File: config.mk
export PLATFORM = sky130hd
export DESIGN_NAME = light_conflict_monitor
export DESIGN_NICKNAME = d
export VERILOG_FILES = /design/src/rtl/light_conflict_monitor_pkg.sv /design/src/rtl/light_conflict_monitor_dwell.sv /design/src/rtl/light_conflict_monitor.sv
export SDC_FILE = /design/constraint.sdc
export NUM_CORES = 1
export LEC_CHECK = 0
export CORE_ASPECT_RATIO = 1.2
export CORE_UTILIZATION = 41
export CTS_CLUSTER_SIZE = 8
export DETAILED_ROUTE_END_ITERATION = 12
export SKIP_LAST_GASP = 1
export SLEW_MARGIN = 10
export SYNTH_ARGS = -nofsm -noshare
export SYNTH_HDL_FRONTEND = slang
export SYNTH_SLANG_ARGS = --single-unit
File: constraint.sdc
create_clock -name clk -period 2.02 [get_ports clk]
set_input_delay 0.202 -clock clk [delete_from_list [all_inputs] [get_ports clk]]
set_output_delay 0.202 -clock clk [all_outputs]
set_load 0.02 [all_outputs]
File: src/rtl/light_conflict_monitor_pkg.sv
// Shared definitions for the lamp-bus safety monitor: lamp bit map, fault codes,
// the safe all-red pattern, the monitor state type and lamp-triple helpers.
package light_conflict_monitor_pkg;

    localparam int unsigned MAIN_G = 6;
    localparam int unsigned MAIN_Y = 5;
    localparam int unsigned MAIN_R = 4;
    localparam int unsigned SIDE_G = 3;
    localparam int unsigned SIDE_Y = 2;
    localparam int unsigned SIDE_R = 1;
    localparam int unsigned WALK   = 0;

    localparam logic [2:0] FLT_NONE     = 3'd0;
    localparam logic [2:0] FLT_ONEHOT   = 3'd1;
    localparam logic [2:0] FLT_CONFLICT = 3'd2;
    localparam logic [2:0] FLT_WALK     = 3'd3;
    localparam logic [2:0] FLT_SEQ      = 3'd4;
    localparam logic [2:0] FLT_SHORT_Y  = 3'd5;

    localparam logic [6:0] SAFE_ALL_RED = 7'b0010010;

    // Lamp triple ordering is {G, Y, R}
    localparam logic [2:0] LAMP_G = 3'b100;
    localparam logic [2:0] LAMP_Y = 3'b010;
    localparam logic [2:0] LAMP_R = 3'b001;

    typedef enum logic {
        MONITOR = 1'b0,
        FAULT   = 1'b1
    } mon_state_t;

    function automatic logic one_hot3(input logic [2:0] v);
        return (v == LAMP_G) || (v == LAMP_Y) || (v == LAMP_R);
    endfunction

    function automatic logic legal_step(input logic [2:0] prev, input logic [2:0] cur);
        return (prev == cur) ||
               ((prev == LAMP_G) && (cur == LAMP_Y)) ||
               ((prev == LAMP_Y) && (cur == LAMP_R)) ||
               ((prev == LAMP_R) && (cur == LAMP_G));
    endfunction

endpackage

File: src/rtl/light_conflict_monitor_dwell.sv
// Per-direction yellow dwell counter: counts divider ticks spent in yellow,
// cleared on entry to yellow, saturating at all-ones.
module yellow_dwell_counter
    import light_conflict_monitor_pkg::*;
#(
    parameter int unsigned CNT_W = 4
) (
    input  logic             clk,
    input  logic             globalReset,
    input  logic             enterY,
    input  logic             inY,
    input  logic             tick,
    output logic [CNT_W-1:0] count
);

    always_ff @(posedge clk or negedge globalReset) begin
        if (!globalReset) begin
            count <= '0;
        end else if (enterY) begin
            count <= '0;
        end else if (inY && tick && (count != '1)) begin
            count <= count + 1'b1;
        end
    end

endmodule

File: src/rtl/light_conflict_monitor.sv
// Safety monitor between the controller lamp bus and the LED pins: latches the
// first rule violation and forces a flashing all-red pattern until cleared.
module light_conflict_monitor
    import light_conflict_monitor_pkg::*;
#(
    parameter int unsigned YEL_MIN_S = 2,
    parameter int unsigned CNT_W     = 4
) (
    input  logic       clk,
    input  logic       globalReset,
    input  logic       tick,
    input  logic [6:0] ledIn,
    input  logic       faultClear,
    output logic [6:0] safeLED,
    output logic       fault,
    output logic [2:0] faultCode
);

    localparam logic [CNT_W-1:0] YEL_MIN = CNT_W'(YEL_MIN_S);

    mon_state_t       r_state;
    logic [5:0]       r_lampQ;
    logic             r_prevValid;
    logic             r_flash;

    logic [2:0]       w_curM, w_curS, w_prevM, w_prevS;
    logic [CNT_W-1:0] w_cntM, w_cntS;
    logic             w_chkOneHot, w_chkConflict, w_chkWalk, w_chkSeq, w_chkShortY;
    logic             w_basicOk, w_recover, w_flashNext;
    logic [2:0]       w_code;
    logic [6:0]       w_faultLed;

    assign w_curM  = ledIn[MAIN_G:MAIN_R];
    assign w_curS  = ledIn[SIDE_G:SIDE_R];
    assign w_prevM = r_lampQ[5:3];
    assign w_prevS = r_lampQ[2:0];

    assign w_chkOneHot   = !one_hot3(w_curM) || !one_hot3(w_curS);
    assign w_chkConflict = !ledIn[MAIN_R] && !ledIn[SIDE_R];
    assign w_chkWalk     = ledIn[WALK] && (!ledIn[MAIN_R] || !ledIn[SIDE_R]);
    assign w_chkSeq      = r_prevValid &&
                           (!legal_step(w_prevM, w_curM) || !legal_step(w_prevS, w_curS));
    // Registered count excludes any tick on the exit edge itself
    assign w_chkShortY   = r_prevValid &&
                           (((w_prevM == LAMP_Y) && (w_curM == LAMP_R) && (w_cntM < YEL_MIN)) ||
                            ((w_prevS == LAMP_Y) && (w_curS == LAMP_R) && (w_cntS < YEL_MIN)));

    always_comb begin
        w_code = FLT_NONE;
        if (w_chkOneHot)        w_code = FLT_ONEHOT;
        else if (w_chkConflict) w_code = FLT_CONFLICT;
        else if (w_chkWalk)     w_code = FLT_WALK;
        else if (w_chkSeq)      w_code = FLT_SEQ;
        else if (w_chkShortY)   w_code = FLT_SHORT_Y;
    end

    assign w_basicOk   = !(w_chkOneHot || w_chkConflict || w_chkWalk);
    assign w_recover   = (r_state == FAULT) && faultClear && w_basicOk;
    assign w_flashNext = r_flash ^ tick;
    assign w_faultLed  = {2'b00, w_flashNext, 2'b00, w_flashNext, 1'b0};

    yellow_dwell_counter #(.CNT_W(CNT_W)) u_dwell_main (
        .clk         (clk),
        .globalReset (globalReset),
        .enterY      (((w_curM == LAMP_Y) && (w_prevM != LAMP_Y)) || w_recover),
        .inY         (w_curM == LAMP_Y),
        .tick        (tick),
        .count       (w_cntM)
    );

    yellow_dwell_counter #(.CNT_W(CNT_W)) u_dwell_side (
        .clk         (clk),
        .globalReset (globalReset),
        .enterY      (((w_curS == LAMP_Y) && (w_prevS != LAMP_Y)) || w_recover),
        .inY         (w_curS == LAMP_Y),
        .tick        (tick),
        .count       (w_cntS)
    );

    always_ff @(posedge clk or negedge globalReset) begin
        if (!globalReset) begin
            r_state     <= MONITOR;
            r_lampQ     <= SAFE_ALL_RED[6:1];
            r_prevValid <= 1'b0;
            r_flash     <= 1'b1;
            safeLED     <= SAFE_ALL_RED;
            fault       <= 1'b0;
            faultCode   <= FLT_NONE;
        end else begin
            r_lampQ     <= ledIn[6:1];
            r_prevValid <= 1'b1;
            case (r_state)
                MONITOR: begin
                    if (w_code != FLT_NONE) begin
                        r_state   <= FAULT;
                        r_flash   <= 1'b1;
                        fault     <= 1'b1;
                        faultCode <= w_code;
                        safeLED   <= SAFE_ALL_RED;
                    end else begin
                        safeLED   <= ledIn;
                    end
                end
                FAULT: begin
                    r_flash <= w_flashNext;
                    safeLED <= w_faultLed;
                    if (w_recover) begin
                        r_state     <= MONITOR;
                        fault       <= 1'b0;
                        faultCode   <= FLT_NONE;
                        r_prevValid <= 1'b0;
                    end
                end
            endcase
        end
    end

endmodule

==> results of run 1 <==
==> area by class of cell <==
type	count	share of cell area, %
timing repair buffer	41	19.5
sequential	28	37.9
clock buffer	4	2.41
multi-input combinational	102	37.8
tap	37	2.48
==> power by group through the flow <==
stage,clock (W),combinational (W),sequential [W]
after floorplan,0,0.000171,0.000762
after global placement,0,0.000383,0.000718
after detailed placement,0,0.000387,0.000721
after CTS,0.000318,0.000388,0.000711
after global routing,0.000338,0.000423,0.000719
final,0.000299,0.000385,0.000709
==> cell usage after synthesis <==
cell       number
dfrtp_1        23
nand2_1        15
nor2_1         14
xor2_1         11
nor3_1          6
and2_1          5
dfstp_2         5
xnor2_1         5
nand4bb_1       4
o31a_1          4
a21oi_1         3
nand4_1         3
clkbuf_8        2
ha_1            2
mux2i_1         2
nand3_1         2
nor3b_1         2
nor4b_1         2
o21ai_1         2
o22ai_2         2
a21boi_1        1
a21o_1          1
a21o_2          1
a22oi_1         1
a31oi_1         1
a41oi_2         1
and3_4          1
buf_4           1
buf_6           1
nand2_4         1
nand3_2         1
nand3b_1        1
nor2_2          1
nor2b_1         1
o21ai_2         1
o2bb2ai_1       1
o32ai_1         1
or2_0           1
or3_1           1
or4_1           1
==> critical path, delay by kind of cell <==
family                 cells  cell delay, ns
AND/OR/NAND/NOR            3            0.73
buffers and inverters      2            0.69
AO/OA/AOI/OAI              2            0.43
==> path summary, 6_finish.rpt <==
kind | from | end | slack [ns] | depth (start not counted)
setup reg to reg | r_lampQ[5]$_DFF_PN0_ | safeLED[5]$_DFF_PN0_ | 0.13 | 6
min in group clk | ledIn[3] | r_lampQ[2]$_DFF_PN0_ | 0.36 | 2
hold reg to reg | fault$_DFFE_PN0P_ | fault$_DFFE_PN0P_ | 0.49 | 1
max in group asynchronous | globalReset | safeLED[1]$_DFF_PN1_ | 1.40 | 2
setup / recovery | ledIn[1] | u_dwell_main.count[2]$_DFFE_PN0P_ | 0.11 | 7
hold / removal | globalReset | fault$_DFFE_PN0P_ | 0.30 | 2
==> flip-flops by register name, indices dropped and copies added, names as in the netlist <==
register and flops:
r_flash 1, u_dwell_side.count 4, fault 1, r_prevValid 1
faultCode 3, r_state 1, r_lampQ 6, safeLED 7
u_dwell_main.count 4
==> cells by family (layout without fill, tap and decap cells) <==
kind of cell	after synthesis	count (layout)	share of synthesized area, %
simple gates	62	62	24.0
flops	28	28	48.7
compound gates	20	20	11.4
xor+xnor	16	16	9.65
buf+inv	4	45	3.19
fa+ha+maj	2	2	1.72
mux	2	2	1.38
==> per-stage QoR <==
| step | hold WS [ns] | setup WS [ns] | utilization (%) | total power (W) | cells |
|---|---|---|---|---|---|
| 6_report | 0.304 | 0.108 | 55.4 | 0.00139 | 212 |
| 5_1_grt | 0.353 | -0.00174 | 55.4 | 0.00148 | 212 |
| 4_1_cts | 0.313 | 0.0911 | 55.2 | 0.00142 | 212 |
| 3_5_place_dp | 0.483 | -0.214 | 53.8 | 0.00111 | 208 |
| 3_3_place_gp | 0.479 | -0.160 | 53.8 | 0.00110 | 208 |
| 2_1_floorplan | -0.0936 | 0.338 | - | 0.000934 | 134 |
==> layer usage <==
metal  track usage (%)  up-vias  part of all wire, %
li1                  -      556                    -
met5                 0        -                    0
met1              20.7      547                   43
met4              5.49        0                 0.64
met3              2.30        2                  2.4
met2              31.1       18                   53
==> reports/qor.yml, run 1 <==
diodes: 0
grt_pass1_wl_mm: 4.88
die_y_um: 67.2
cp_max_fo: 8
hpwl_mm: 2.19
setup_viol: 0
rsz0062_at_grt: "yes"
wl_mm: 2.81
worst_pin_slew_ns: 0.420
power.density_mw_per_mm2: 747
initial_core_util_pct: 43.1
port_buffers: 21
end_kind: "flop"
hold_viol_final: 0
pwr-share-clk_pct: 21.5
synth_seq_cells: 28
switchingPower_w: 0.000391
drt_iter0_markers: 45
status: "finished clean"
comb_power_share_pct: 27.6
crit_chain: "clkdlybuf4s50_1 -> buf_4 -> a22oi_1 -> nand3_2 -> or3_1 -> o21ai_1 -> nor2_1"
clock_latency_ns: 0.27
final_common_cell: "dfrtp_1"
h-tree-depth: 1
p_sw_share_pct: 28.1
remaining_drc_errors: 0
seq_area_frac_synth_pct: 48.7
final_antenna_net_count: 0
die_area_mm2: 0.00379
required_ns: 2.17
syn_area_per_cell_um2: 10.8
routed-via-count: 1123
maxSlewHeadroom_pct: 71.8
synth_area_leader_cell: "dfrtp_1"
area_growth_pct: 28.4
overflow: 0
drive_gt1_share_pct: 21.1
place_area_mm2: 0.00181
yosys_warnings: 0
path_clk_slew_ns: 0.09
fin_area_mm2: 0.00187
wl_per_cell_um: 13.3
place.gp.congestion: 0.777
vias_per_cell: 5.30
ios: 22
multi_input_area_um2: 704
nNetsFinal: 189
cap_violations: 0
fin_crit_ns: 1.91
antenna_found_initial: 0
synth.distinct_cells: 40
fill_cells: 301
grt_pass1_vias: 1076
slowest_stage: "or3_1"
intPower_w: 0.00100
pwr-share-seq_pct: 50.9
synth_area_mm2: 0.00145
seq_area_um2: 707
cts.path.max_buffers: 2
dieWidth_um: 56.3
hold_class: "in2async"
ctsResizeCount: 0
grtUsageTotal_pct: 16.9
p_leak_nw: 0.802
grt_max_degree: 29
cts_sinks: 28
yosysTopAreaCellShare_pct: 39.6
core_region_area_mm2: 0.00337
ys_top_cells_by_area: "dfrtp_1, dfstp_2, xor2_1, nand2_1, nor2_1"
synthesis.nets: 147
synth_cells: 134
mostFrequentLayoutCells: "dfrtp_1, clkdlybuf4s50_1, buf_4"
arrival_ns: 2.06
post_cts_buffers: 0
fmax_mhz: 523
start_kind: "input port"
tns_ns: 0
finalClockSkew_ns: 0.00418
drv_slew: 0
critPathMaxStageDelay_ns: 0.51
hold_buffers: 0
cts_root_buf: "clkbuf_8"
rows: 23
cts_tree: "yes"
drtPass1Iterations: 4
vdd_drop_max_mv: 0.483
numCtsBuffers: 3
post-route-period-util_pct: 94.6
path_class: "in2reg"
Power figures use the tool's default switching activity.
==> run 2: changes to the inputs <==
--- a/config.mk
+++ b/config.mk
@@ -9,6 +9,7 @@
 export CORE_UTILIZATION = 41
 export CTS_CLUSTER_SIZE = 8
 export DETAILED_ROUTE_END_ITERATION = 12
+export PLACE_DENSITY_LB_ADDON = 0.2
 export SKIP_LAST_GASP = 1
 export SLEW_MARGIN = 10
 export SYNTH_ARGS = -nofsm -noshare
==> run 2 against run 1 <==
  * First-iteration DRC count shrank 44%
  * Sequential share of layout area is essentially flat
  * Final cell count shrank 0.47%
  * Setup slack gained 0.0055 ns
  * Clock power grew 18%
  * Critical path depth is the same
  * Count of clock-buffer cells in the layout is the same
  * Global-route usage grew 1.0 points
  * Highest routed layer unchanged
==> reports/qor.yml, run 2 (synthesis gave the netlist of run 1 again) <==
cp_max_fo: 8
cts_sinks: 28
drtPass1Iterations: 4
fmax_mhz: 525
arrival_ns: 2.07
p_sw_share_pct: 28.7
routed-via-count: 1120
finalClockSkew_ns: 0.00419
fin_area_mm2: 0.00186
ios: 22
hpwl_mm: 2.33
rows: 23
worst_pin_slew_ns: 0.450
nNetsFinal: 188
setup_viol: 0
core_region_area_mm2: 0.00337
wl_per_cell_um: 14.6
port_buffers: 21
ctsResizeCount: 0
path_clk_slew_ns: 0.10
drt_iter0_markers: 25
top_register: "safeLED"
top_regs: "safeLED x7, r_lampQ x6"
required_ns: 2.18
final_antenna_net_count: 0
dieWidth_um: 56.3
comb_power_share_pct: 26.7
hold_viol_final: 0
intPower_w: 0.00104
area_growth_pct: 28.3
post-route-period-util_pct: 94.4
place_area_mm2: 0.00181
clock_latency_ns: 0.28
switchingPower_w: 0.000417
die_area_mm2: 0.00379
wl_mm: 3.08
end_kind: "flop"
start_kind: "input port"
hold_ws_ns: 0.292
post_cts_buffers: 0
die_y_um: 67.2
largest_reg_flops: 7
vdd_drop_max_mv: 0.624
overflow: 0
drv_slew: 0
hold_buffers: 0
hold_class: "in2async"
cts.path.max_buffers: 2
power.density_mw_per_mm2: 779
antenna_found_initial: 0
cts_root_buf: "clkbuf_8"
rsz0062_at_grt: "no"
mostFrequentLayoutCells: "dfrtp_1, clkdlybuf4s50_1, buf_4"
grt_max_degree: 29
remaining_drc_errors: 0
diodes: 0
grtUsageTotal_pct: 18.0
vias_per_cell: 5.31
fin_crit_ns: 1.91
pwr-share-clk_pct: 24.3
place.gp.congestion: 0.742
path_class: "in2reg"
cts_tree: "yes"
h-tree-depth: 1
pwr-share-seq_pct: 49.0
initial_core_util_pct: 43.1
p_leak_nw: 0.795
maxSlewHeadroom_pct: 69.8
drive_gt1_share_pct: 21.8
grt_pass1_wl_mm: 5.18
status: "finished clean"
grt_pass1_vias: 1161
cap_violations: 0
numCtsBuffers: 3
final_common_cell: "dfrtp_1"
-- run 2: changes by cell type in the layout (fill, tap and decap cells not counted), sizes merged --
| cell | before | now |
|---|---|---|
| dlymetal6s2s | 1 | 0 |
| clkdlybuf4s50 | 20 | 21 |
| buf | 20 | 19 |
-- run 2: through the flow --
stage / power [W] / utilization (%) / setup TNS [ns] / worst slack (ns) / std cells
final: 0.00145 / 55.4 / 0 / 0.114 / 211
after floorplan: 0.000934 / - / 0 / 0.338 / 134
after detailed placement: 0.00112 / 53.6 / -2.54 / -0.180 / 207
after global routing: 0.00154 / 55.4 / 0 / 0.00875 / 211
after CTS: 0.00146 / 55.3 / 0 / 0.119 / 211
after global placement: 0.00109 / 53.6 / -1.46 / -0.104 / 207
-- run 2: cell type report --
type                    count  area [um2]
fillers                   321        1500
flip-flops and latches     28         707
repair buffers             40         353
well taps                  37        46.3
clock buffers               4        55.1
multi-input cells         102         703
-- run 2: routing by layer --
metal	track usage [%]	wire [um]	vias up	part of all wire, %
met3	4.21	97	6	3.2
met1	19.9	1340	545	43
met5	0	0	-	0
li1	-	-	553	-
met4	5.49	29	0	0.94
met2	34.2	1620	16	52
-- run 2: critical path, cell delays in order --
cell	delay, ns
clkdlybuf4s50_1	0.55
nor2_2	0.22
xnor2_1	0.15
nand3_2	0.10
or3_1	0.51
o21ai_1	0.23
nor2_1	0.09
-- run 2: final timing paths --
check                                     startpoint                                end  slack, ns  cells past startpoint
min in group clk                   fault$_DFFE_PN0P_                  fault$_DFFE_PN0P_       0.49                      1
max in group asynchronous                globalReset               r_lampQ[3]$_DFF_PN1_       1.42                      2
worst min register to register     fault$_DFFE_PN0P_                  fault$_DFFE_PN0P_       0.49                      1
worst max-delay path                        ledIn[1]  u_dwell_side.count[1]$_DFFE_PN0P_       0.11                      7
worst max register to register  r_lampQ[5]$_DFF_PN0_           faultCode[1]$_DFFE_PN0P_       0.15                      6
worst min-delay path                     globalReset               safeLED[0]$_DFF_PN0_       0.29                      2
-- run 2: power by group through the flow --
stage | logic (W) | registers, W | clock network, W
3_5_place_dp | 0.000392 | 0.000723 | 0
4_1_cts | 0.000393 | 0.000711 | 0.000360
3_3_place_gp | 0.000375 | 0.000715 | 0
2_1_floorplan | 0.000171 | 0.000762 | 0
6_report | 0.000388 | 0.000712 | 0.000353
5_1_grt | 0.000420 | 0.000725 | 0.000391
==> run 3: changes to the inputs <==
--- a/config.mk
+++ b/config.mk
@@ -5,10 +5,13 @@
 export SDC_FILE = /design/constraint.sdc
 export NUM_CORES = 1
 export LEC_CHECK = 0
+export ABC_AREA = 1
 export CORE_ASPECT_RATIO = 1.2
+export CORE_MARGIN = 2
 export CORE_UTILIZATION = 41
 export CTS_CLUSTER_SIZE = 8
 export DETAILED_ROUTE_END_ITERATION = 12
+export GPL_ROUTABILITY_DRIVEN = 0
 export PLACE_DENSITY_LB_ADDON = 0.2
 export SKIP_LAST_GASP = 1
 export SLEW_MARGIN = 10
==> run 3 against run 2 <==
  * Combinational power rose by 19%
  * Global-route usage fell by 0.80 points
  * Worst hold slack improved by 0.0029 ns
  * Wire length fell by 2.8%
  * Clock power fell by 3%
  * Design area fell by 3.4%
  * Maximum frequency rose by 5.0%
  * First-iteration DRC count rose by 28%
  * Flip-flop and latch count did not move
  * Critical path type unchanged
  * Highest routed layer unchanged
==> reports/qor.yml, run 3 <==
status: "finished clean"
initial_core_util_pct: 43.3
syn_area_per_cell_um2: 7.97
h-tree-depth: 1
yosysTopAreaCellShare_pct: 39.5
p_leak_nw: 0.899
nNetsFinal: 226
power.density_mw_per_mm2: 849
final_antenna_net_count: 0
dieWidth_um: 58.5
hold_buffers: 0
cp_max_fo: 8
grt_pass1_vias: 1256
ys_top_cells_by_area: "dfrtp_1, nand2_1, dfstp_2, nor2_1, nand3_1"
die_area_mm2: 0.00405
stdcell_count: 249
regToRegSetupSlack_ns: 0.22
cts_root_buf: "clkbuf_8"
drtPass1Iterations: 4
synth_top_family_by_area: "simple AND/OR/NAND/NOR gates"
drive_gt1_share_pct: 15.1
maxSlewHeadroom_pct: 76.7
tns_ns: 0
cts.path.max_buffers: 2
synth_common_cells: "nand2_1, nor2_1, dfrtp_1"
grt_pass1_wl_mm: 5.45
synthFlopType: "dfrtp_1"
synth_cells: 183
port_buffers: 21
synth_xor_area_share_pct: 3.00
vdd_drop_max_mv: 0.448
worst_pin_slew_ns: 0.350
ys_async_sr_fraction_pct: 100
fmax_mhz: 551
rows: 23
die_y_um: 69.3
largest_reg_flops: 7
seq_area_frac_synth_pct: 48.5
ff2ff_path_depth: 12
cts_sinks: 28
area_growth_pct: 23.4
dp_cells: 245
synth_area_mm2: 0.00146
arrival_ns: 1.98
wl_per_cell_um: 12.0
post_cts_buffers: 0
numCtsBuffers: 3
yosys_warnings: 0
final_common_cell: "nand2_1"
setup_viol: 0
finish.utilization_pct: 53.5
crit_end: "u_dwell_main.count[3]$_DFFE_PN0P_"
cts_tree: "yes"
synth-adder-area-share_pct: 1.72
grtUsageTotal_pct: 17.2
cp-startpoint: "ledIn[1]"
remaining_drc_errors: 0
synth_most_common_cell: "nand2_1"
post-route-period-util_pct: 89.9
drv_slew: 0
synth.distinct_cells: 26
overflow: 0
top_regs: "safeLED x7, r_lampQ x6"
vias_per_cell: 4.99
synth-edff-count: 0
synth_seq_cells: 28
path_clk_slew_ns: 0.09
synth_mux_area_share_pct: 0
wl_mm: 2.99
core_region_area_mm2: 0.00337
end_kind: "flop"
hold_class: "in2async"
reg2reg_to: "safeLED[1]$_DFF_PN1_"
synth_area_leader_cell: "dfrtp_1"
drt_iter0_markers: 32
cap_violations: 0
synthesis.nets: 196
antenna_found_initial: 0
synth_compound_area_share_pct: 6.52
finalClockSkew_ns: 0.00366
ios: 22
rsz0062_at_grt: "no"
clock_latency_ns: 0.27
synthSimpleGateAreaFrac_pct: 33.6
reg2reg_from: "r_lampQ[0]$_DFF_PN1_"
routed-via-count: 1243
path_class: "in2reg"
top_register: "safeLED"
diodes: 0
required_ns: 2.18
ctsResizeCount: 0
hpwl_mm: 2.35
fin_crit_ns: 1.82
hold_viol_final: 0
start_kind: "input port"
mostFrequentLayoutCells: "nand2_1, nor2_1, dfrtp_1"
fill_cells: 328
grt_max_degree: 29
-- run 3: how the worst min path moves through the flow --
stage / startpoint / end / slack, ns
2_1_floorplan: globalReset / fault$_DFFE_PN0P_ / -0.09
3_3_place_gp: fault$_DFFE_PN0P_ / fault$_DFFE_PN0P_ / 0.47
3_5_place_dp: fault$_DFFE_PN0P_ / fault$_DFFE_PN0P_ / 0.47
4_1_cts: globalReset / safeLED[3]$_DFF_PN0_ / 0.30
5_1_grt: globalReset / safeLED[6]$_DFF_PN0_ / 0.32
6_report: globalReset / r_lampQ[2]$_DFF_PN0_ / 0.29
-- run 3: per-stage QoR --
| step | hold WS (ns) | power [W] | worst slack, ns | area [um2] |
|---|---|---|---|---|
| finish | 0.295 | 0.00153 | 0.205 | 1800 |
| floorplan | -0.0936 | 0.00100 | 0.423 | 1460 |
| global placement | 0.465 | 0.00119 | -0.0661 | 1750 |
| global route | 0.318 | 0.00164 | 0.0245 | 1800 |
| CTS | 0.299 | 0.00155 | 0.209 | 1800 |
| detailed placement | 0.469 | 0.00120 | -0.0842 | 1750 |
-- run 3: power breakdown --
part	total [W]	switching (W)	internal (W)
Sequential	0.000723	0.0000533	0.000670
Combinational	0.000460	0.000258	0.000202
Clock	0.000344	0.000170	0.000174
Total	0.00153	0.000481	0.00105
-- run 3: kinds of logic after synthesis --
family                     after synthesis
AOI/OAI and AO/OA                       15
xor gates and xnor gates                 5
adders and majority gates                2
buffers and inverters                   26
DFF                                     28
and+or+nand+nor                        107
-- run 3: layout make-up --
class	count	area (um2)	area share (%)
flip-flops and latches	28	707	39.3
well taps	37	46.3	2.57
repair buffers	25	240	13.3
inverters	26	97.6	5.42
clock buffers	4	55.1	3.06
multi-input cells	129	654	36.3
-- run 3: metal layers --
metal | up-vias | part of all wire (%) | global-route usage (%)
met5 | - | 0 | 0
met4 | 0 | 1.4 | 6.20
met3 | 4 | 3.0 | 2.61
met2 | 15 | 54 | 30.1
met1 | 584 | 41 | 20.6
li1 | 640 | - | -
-- run 3: worst max-delay path: stages --
cell and delay, ns:
clkdlybuf4s50_1 0.55, nor2_1 0.27, nand2_1 0.11, o211ai_1 0.12, nand2_2 0.13, inv_2 0.11
nand4_2 0.21, nand2_1 0.21, nor3_1 0.06
